`config.mk`:
```
export PLATFORM = sky130hd
export DESIGN_NAME = gun_flash_seq
export DESIGN_NICKNAME = d
export VERILOG_FILES = /design/src/rtl/gun_pkg.sv /design/src/rtl/gun_sync.sv /design/src/rtl/gun_flash_seq.sv
export SDC_FILE = /design/constraint.sdc
export NUM_CORES = 1
export LEC_CHECK = 0
export ABC_AREA = 1
export BUFFER_PORTS_ARGS = -buffer_cell sky130_fd_sc_hd__clkbuf_2
export CAP_MARGIN = 30
export CORE_MARGIN = 2
export CORE_UTILIZATION = 64
export DETAILED_ROUTE_END_ITERATION = 16
export PLACE_DENSITY = 0.84
export SLEW_MARGIN = 20
export SYNTH_ARGS = -nofsm -noshare
export SYNTH_HDL_FRONTEND = slang
export SYNTH_HIERARCHICAL = 1
export SYNTH_SLANG_ARGS = --single-unit
export TNS_END_PERCENT = 30
```
`constraint.sdc`:
```
create_clock -name clk -period 4.7 [get_ports clk]
set_input_delay 0.235 -clock clk [delete_from_list [all_inputs] [get_ports clk]]
set_output_delay 0.235 -clock clk [all_outputs]
set_load 0.02 [all_outputs]
```
`src/rtl/gun_pkg.sv`:
```
// Shared types and widths for the light-gun flash sequencer.
// Imported by gun_flash_seq; optional macro: GUN_FLASH_BLANK_CHECK_EN.
package gun_pkg;

  localparam int DET_CNT_W   = 8;
  localparam int FRAME_CNT_W = 4;

  typedef enum logic [2:0] {
    S_IDLE    = 3'd0,
    S_ARM     = 3'd1,
    S_BLANK   = 3'd2,
    S_TARGET  = 3'd3,
    S_RESULT  = 3'd4,
    S_HOLDOFF = 3'd5
  } gun_flash_state_t;

endpackage

```
`src/rtl/gun_sync.sv`:
```
// Multi-flop synchronizer for a raw gun input with a
// one-cycle pulse on the synchronized 1->0 transition.
module gun_sync #(
  parameter int STAGES = 2
) (
  input  logic clk,
  input  logic rst_n,
  input  logic d,
  output logic q,
  output logic fall
);

  logic [STAGES-1:0] chain;
  logic              q_d;

  always_ff @(posedge clk or negedge rst_n) begin
    if (!rst_n) begin
      chain <= '0;
      q_d   <= 1'b0;
    end else begin
      chain <= {chain[STAGES-2:0], d};
      q_d   <= chain[STAGES-1];
    end
  end

  assign q    = chain[STAGES-1];
  assign fall = q_d & ~q;

endmodule

```
`src/rtl/gun_flash_seq.sv`:
```
// Light-gun flash sequencer: black frame, target-box frames, hit/miss.
// Optional GUN_FLASH_BLANK_CHECK_EN: light seen during BLANK forces miss.
module gun_flash_seq
  import gun_pkg::*;
#(
  parameter int SYNC_STAGES    = 2,
  parameter int TARGET_FRAMES  = 1,
  parameter int DET_MIN_CYCLES = 16,
  parameter int HOLDOFF_FRAMES = 4
) (
  input  logic clk,
  input  logic rst_n,
  input  logic gun_is_connected,
  input  logic gun_trigger,
  input  logic gun_photodetector,
  input  logic frame_start,
  output logic blank_screen,
  output logic draw_target_box,
  output logic shot_fired,
  output logic hit,
  output logic miss,
  output logic busy
);

  localparam logic [DET_CNT_W-1:0] DET_MIN =
    DET_CNT_W'(DET_MIN_CYCLES);
  localparam logic [FRAME_CNT_W-1:0] TGT_LD =
    FRAME_CNT_W'(TARGET_FRAMES);
  localparam logic [FRAME_CNT_W-1:0] HOLD_LD =
    FRAME_CNT_W'(HOLDOFF_FRAMES);

  gun_flash_state_t        state;
  logic [DET_CNT_W-1:0]    det_cnt;
  logic [DET_CNT_W-1:0]    det_next;
  logic [FRAME_CNT_W-1:0]  frame_cnt;
  logic [FRAME_CNT_W-1:0]  hold_cnt;
  logic                    light_seen;
  logic                    result_hit;
  logic                    trig_q;
  logic                    trig_fall;
  logic                    photo_q;
  logic                    photo_fall_unused;
`ifdef GUN_FLASH_BLANK_CHECK_EN
  logic                    cheat;
`endif

  gun_sync #(.STAGES(SYNC_STAGES)) u_trig_sync (
    .clk   (clk),
    .rst_n (rst_n),
    .d     (gun_trigger),
    .q     (trig_q),
    .fall  (trig_fall)
  );

  gun_sync #(.STAGES(SYNC_STAGES)) u_photo_sync (
    .clk   (clk),
    .rst_n (rst_n),
    .d     (gun_photodetector),
    .q     (photo_q),
    .fall  (photo_fall_unused)
  );

  // saturating run-length of consecutive lit cycles
  assign det_next = (det_cnt == DET_MIN) ? det_cnt
                                         : det_cnt + 1'b1;

`ifdef GUN_FLASH_BLANK_CHECK_EN
  assign result_hit = light_seen & ~cheat;
`else
  assign result_hit = light_seen;
`endif

  always_ff @(posedge clk or negedge rst_n) begin
    if (!rst_n) begin
      state      <= S_IDLE;
      det_cnt    <= '0;
      frame_cnt  <= '0;
      hold_cnt   <= '0;
      light_seen <= 1'b0;
      shot_fired <= 1'b0;
      hit        <= 1'b0;
      miss       <= 1'b0;
`ifdef GUN_FLASH_BLANK_CHECK_EN
      cheat      <= 1'b0;
`endif
    end else begin
      shot_fired <= 1'b0;
      hit        <= 1'b0;
      miss       <= 1'b0;
      if (!gun_is_connected) begin
        state      <= S_IDLE;
        det_cnt    <= '0;
        frame_cnt  <= '0;
        hold_cnt   <= '0;
        light_seen <= 1'b0;
`ifdef GUN_FLASH_BLANK_CHECK_EN
        cheat      <= 1'b0;
`endif
      end else begin
        unique case (state)
          S_IDLE: begin
            if (trig_fall) begin
              state      <= S_ARM;
              shot_fired <= 1'b1;
            end
          end
          S_ARM: begin
            if (frame_start) begin
              state      <= S_BLANK;
              det_cnt    <= '0;
              light_seen <= 1'b0;
`ifdef GUN_FLASH_BLANK_CHECK_EN
              cheat      <= 1'b0;
`endif
            end
          end
          S_BLANK: begin
`ifdef GUN_FLASH_BLANK_CHECK_EN
            if (photo_q) begin
              det_cnt <= det_next;
              if (det_next == DET_MIN)
                cheat <= 1'b1;
            end else begin
              det_cnt <= '0;
            end
`endif
            if (frame_start) begin
              state     <= S_TARGET;
              frame_cnt <= TGT_LD;
              det_cnt   <= '0;
            end
          end
          S_TARGET: begin
            if (photo_q) begin
              det_cnt <= det_next;
              if (det_next == DET_MIN)
                light_seen <= 1'b1;
            end else begin
              det_cnt <= '0;
            end
            if (frame_start) begin
              if (frame_cnt <= 1)
                state <= S_RESULT;
              else
                frame_cnt <= frame_cnt - 1'b1;
            end
          end
          S_RESULT: begin
            hit       <= result_hit;
            miss      <= ~result_hit;
            state     <= S_HOLDOFF;
            hold_cnt  <= HOLD_LD;
            det_cnt   <= '0;
            frame_cnt <= '0;
          end
          S_HOLDOFF: begin
            // re-arm only once the trigger has been let go
            if (hold_cnt == '0 && trig_q)
              state <= S_IDLE;
            else if (frame_start && hold_cnt != '0)
              hold_cnt <= hold_cnt - 1'b1;
          end
          default: state <= S_IDLE;
        endcase
      end
    end
  end

  assign blank_screen    = (state == S_BLANK);
  assign draw_target_box = (state == S_TARGET);
  assign busy            = (state != S_IDLE);

endmodule

```
==> impl_metrics.yaml <==
yosys:
  synth_warnings: 6
  syn_avg_cell_area_um2: 7.714
  synthCells: 212
  syn_nets: 224
  syn-cell-area_um2: 1635
worst_setup_path:
  regToRegSetupSlack_ns: 3.06
  critical_path_class: "reg2reg"
  timing.rr.start: "frame_cnt[0]"
  crit_top_cell: "nor2_1"
  slowest_delay_ns: 0.42
  r2r.worst_path.cells: 8
  critPathMaxFanout: 5
  crit_required_ns: 4.96
  timing.rr.end: "state[1]"
  crit_chain: "inv_1 > ha_1 > nor2_1 > nor3_1 > o21ai_1 > nor2_2 > nor2_1 > a21oi_1"
  worstPathArrival_ns: 1.90
  critPathLaunch: "frame_cnt[0]"
  worst_path_max_delay_cell: "dfrtp_1"
  cp-end-kind: "register"
  crit_family: "simple AND/OR/NAND/NOR gates"
  path_buf_inv: 1
  setup.worst_path.start_class: "register"
place:
  io_buffers: 11
  dp_cells: 252
  place.gp.congestion: 0.9079
  placedInstanceArea_um2: 1723
  pre_cts_slack_ns: 3.081
  dp_hpwl_um: 2510
layout:
  multiInputGateArea_um2: 792.0
  regArea_um2: 700.7
  synthToLayoutAreaGrowth_pct: 8.569
  fill_cells: 206
  nets: 242
  stdcell_area_um2: 1775
  drive_above_1_share: 0.1447
  antennaDiodeCount: 0
  postLayoutCoreUtil: 0.7232
  layout.cells.non_filler: 258
floorplan:
  dieHeight_um: 54.55
  die_area_um2: 2976
  die_x_um: 54.55
  ioPinCount: 12
  rows: 18
  initial_core_util: 0.6662
  fp.coreArea_um2: 2455
sta:
  rsz0062_at_grt: "no"
  tns_ns: 0
  finClkSkew_ns: 0.005274
  whs_ns: 0.2810
  finalCritPeriodShare: 0.3495
  layout_setup_ws_ns: 3.057
  timing.final.max_slew_violations: 0
  relSlewSlack: 0.5489
  worst_slew_pin_slew_ns: 0.6766
  min_period_ns: 1.643
  fmax_mhz: 608.7
  finalSetupViolations: 0
  hold_viol: 0
route:
  num_vias: 1401
  drc_errors: 0
  wl_um: 3188
  drtAntennaViolNets: 0
  drtIter0Drc: 32
  routedWlPerCell_um: 12.36
  drt_pre_antenna_iters: 4
  vias_per_cell: 5.430
cts:
  clkSlewWorstSetupHoldPaths_ns: 0.13
  root_buffer: "clkbuf_4"
  cts_buffers: 3
  cts-resized-gates: 0
  cts-htree-levels: 1
  clk_latency_ns: 0.32
  cts_tree: "done"
  clk_path_buf_depth: 2
  cts_setup_buffers: 0
  clock_sink_count: 28
power:
  p_leak_nw: 0.8976
  p_int_mw: 0.3915
  p_comb_frac: 0.430
  swShare: 0.4241
  net-switching-power_mw: 0.2883
  power_frac_seq: 0.433
  irDropWorstVdd_v: 0.0003042
  power.share.clock: 0.137
  power.total_mw: 0.6797
  power_density_nw_per_um2: 382.9
min_path:
  min_from: "gun_is_connected"
  min_to: "frame_cnt[3]"
  hp-class: "in2reg"
  hold_path_depth: 3
job:
  cap_viol_max_count: 0
global_route:
  grt_usage: 0.2576
  antenna_found_initial: 0
  grt_max_degree: 29
  grt_pass1_vias: 1289
  overflow: 0
  grt_pass1_wl_um: 5457
status:
  status: "completed"
[power by group through the flow]
stage	combinational [mW]	sequential, mW	clock [mW]
6_report	0.292	0.294	0.0932
5_1_grt	0.329	0.297	0.108
3_3_place_gp	0.277	0.296	0
3_5_place_dp	0.289	0.298	0
2_1_floorplan	0.227	0.294	0
4_1_cts	0.292	0.294	0.0995
[registers in the layout, indices dropped and copies added, names as in the netlist]
signal,count
det_cnt,8
frame_cnt,4
hold_cnt,4
state,3
u_photo_sync/chain,2
u_trig_sync/chain,2
hit,1
light_seen,1
miss,1
shot_fired,1
u_trig_sync/q_d,1
[cells in the final DEF, fill, tap and decap left out]
| cell type | instances |
|---|---|
| o22ai_1 | 2 |
| dfrtp_1 | 28 |
| o21ai_2 | 1 |
| inv_1 | 30 |
| clkinv_1 | 2 |
| ha_1 | 6 |
| inv_4 | 1 |
| o21bai_2 | 1 |
| o21ai_1 | 15 |
| dlygate4sd3_1 | 3 |
| nor3_4 | 1 |
| a21oi_4 | 1 |
| nand2_1 | 53 |
| o221ai_4 | 1 |
| nand3_2 | 1 |
| nor3_1 | 4 |
| inv_2 | 3 |
| o21ai_0 | 4 |
| and2_1 | 1 |
| a22oi_1 | 1 |
| a21oi_1 | 4 |
| clkbuf_2 | 11 |
| xor2_1 | 4 |
| nand2_2 | 2 |
| nand3_1 | 17 |
| nand4_1 | 1 |
| nor2_2 | 5 |
| nor2_4 | 2 |
| nor2_1 | 20 |
| clkbuf_4 | 3 |
[repair_timing]
| action | in CTS | in global routing |
|---|---|---|
| endpoints found under the hold margin | 29 | 1 |
| setup endpoints to repair | 0 | 0 |
| hold buffers | 2 | 1 |
[layout make-up]
type	instances	area share
repair buffers	14	0.04792
multi-input cells	147	0.4461
clock buffers	3	0.01269
inverters	36	0.07752
well taps	30	0.02114
flip-flops and latches	28	0.3946
[worst max path at each step]
stage / slack (ns) / cells after the start / end
after floorplan: 3.22 / 8 / state[1]
after global routing: 2.90 / 8 / state[1]
final: 3.06 / 8 / state[1]
after detailed placement: 3.08 / 8 / state[1]
after CTS: 3.05 / 8 / state[1]
after global placement: 3.17 / 8 / state[1]
[routing by layer]
layer	vias to the layer above	GRT usage	routed length [um]
li1	707	-	-
met1	653	0.3191	1322
met2	34	0.4598	1715
met3	7	0.03279	99
met4	0	0.08750	52
met5	-	0	0
[worst register-to-register path: cells and delay by family (launching register included)]
kind            cells  cell delay (ns)
buf+inv             1             0.10
fa+ha+maj           1             0.19
compound gates      2             0.24
flops               1             0.42
simple gates        4             0.63
Note: power is estimated with default switching activity, not from simulation.
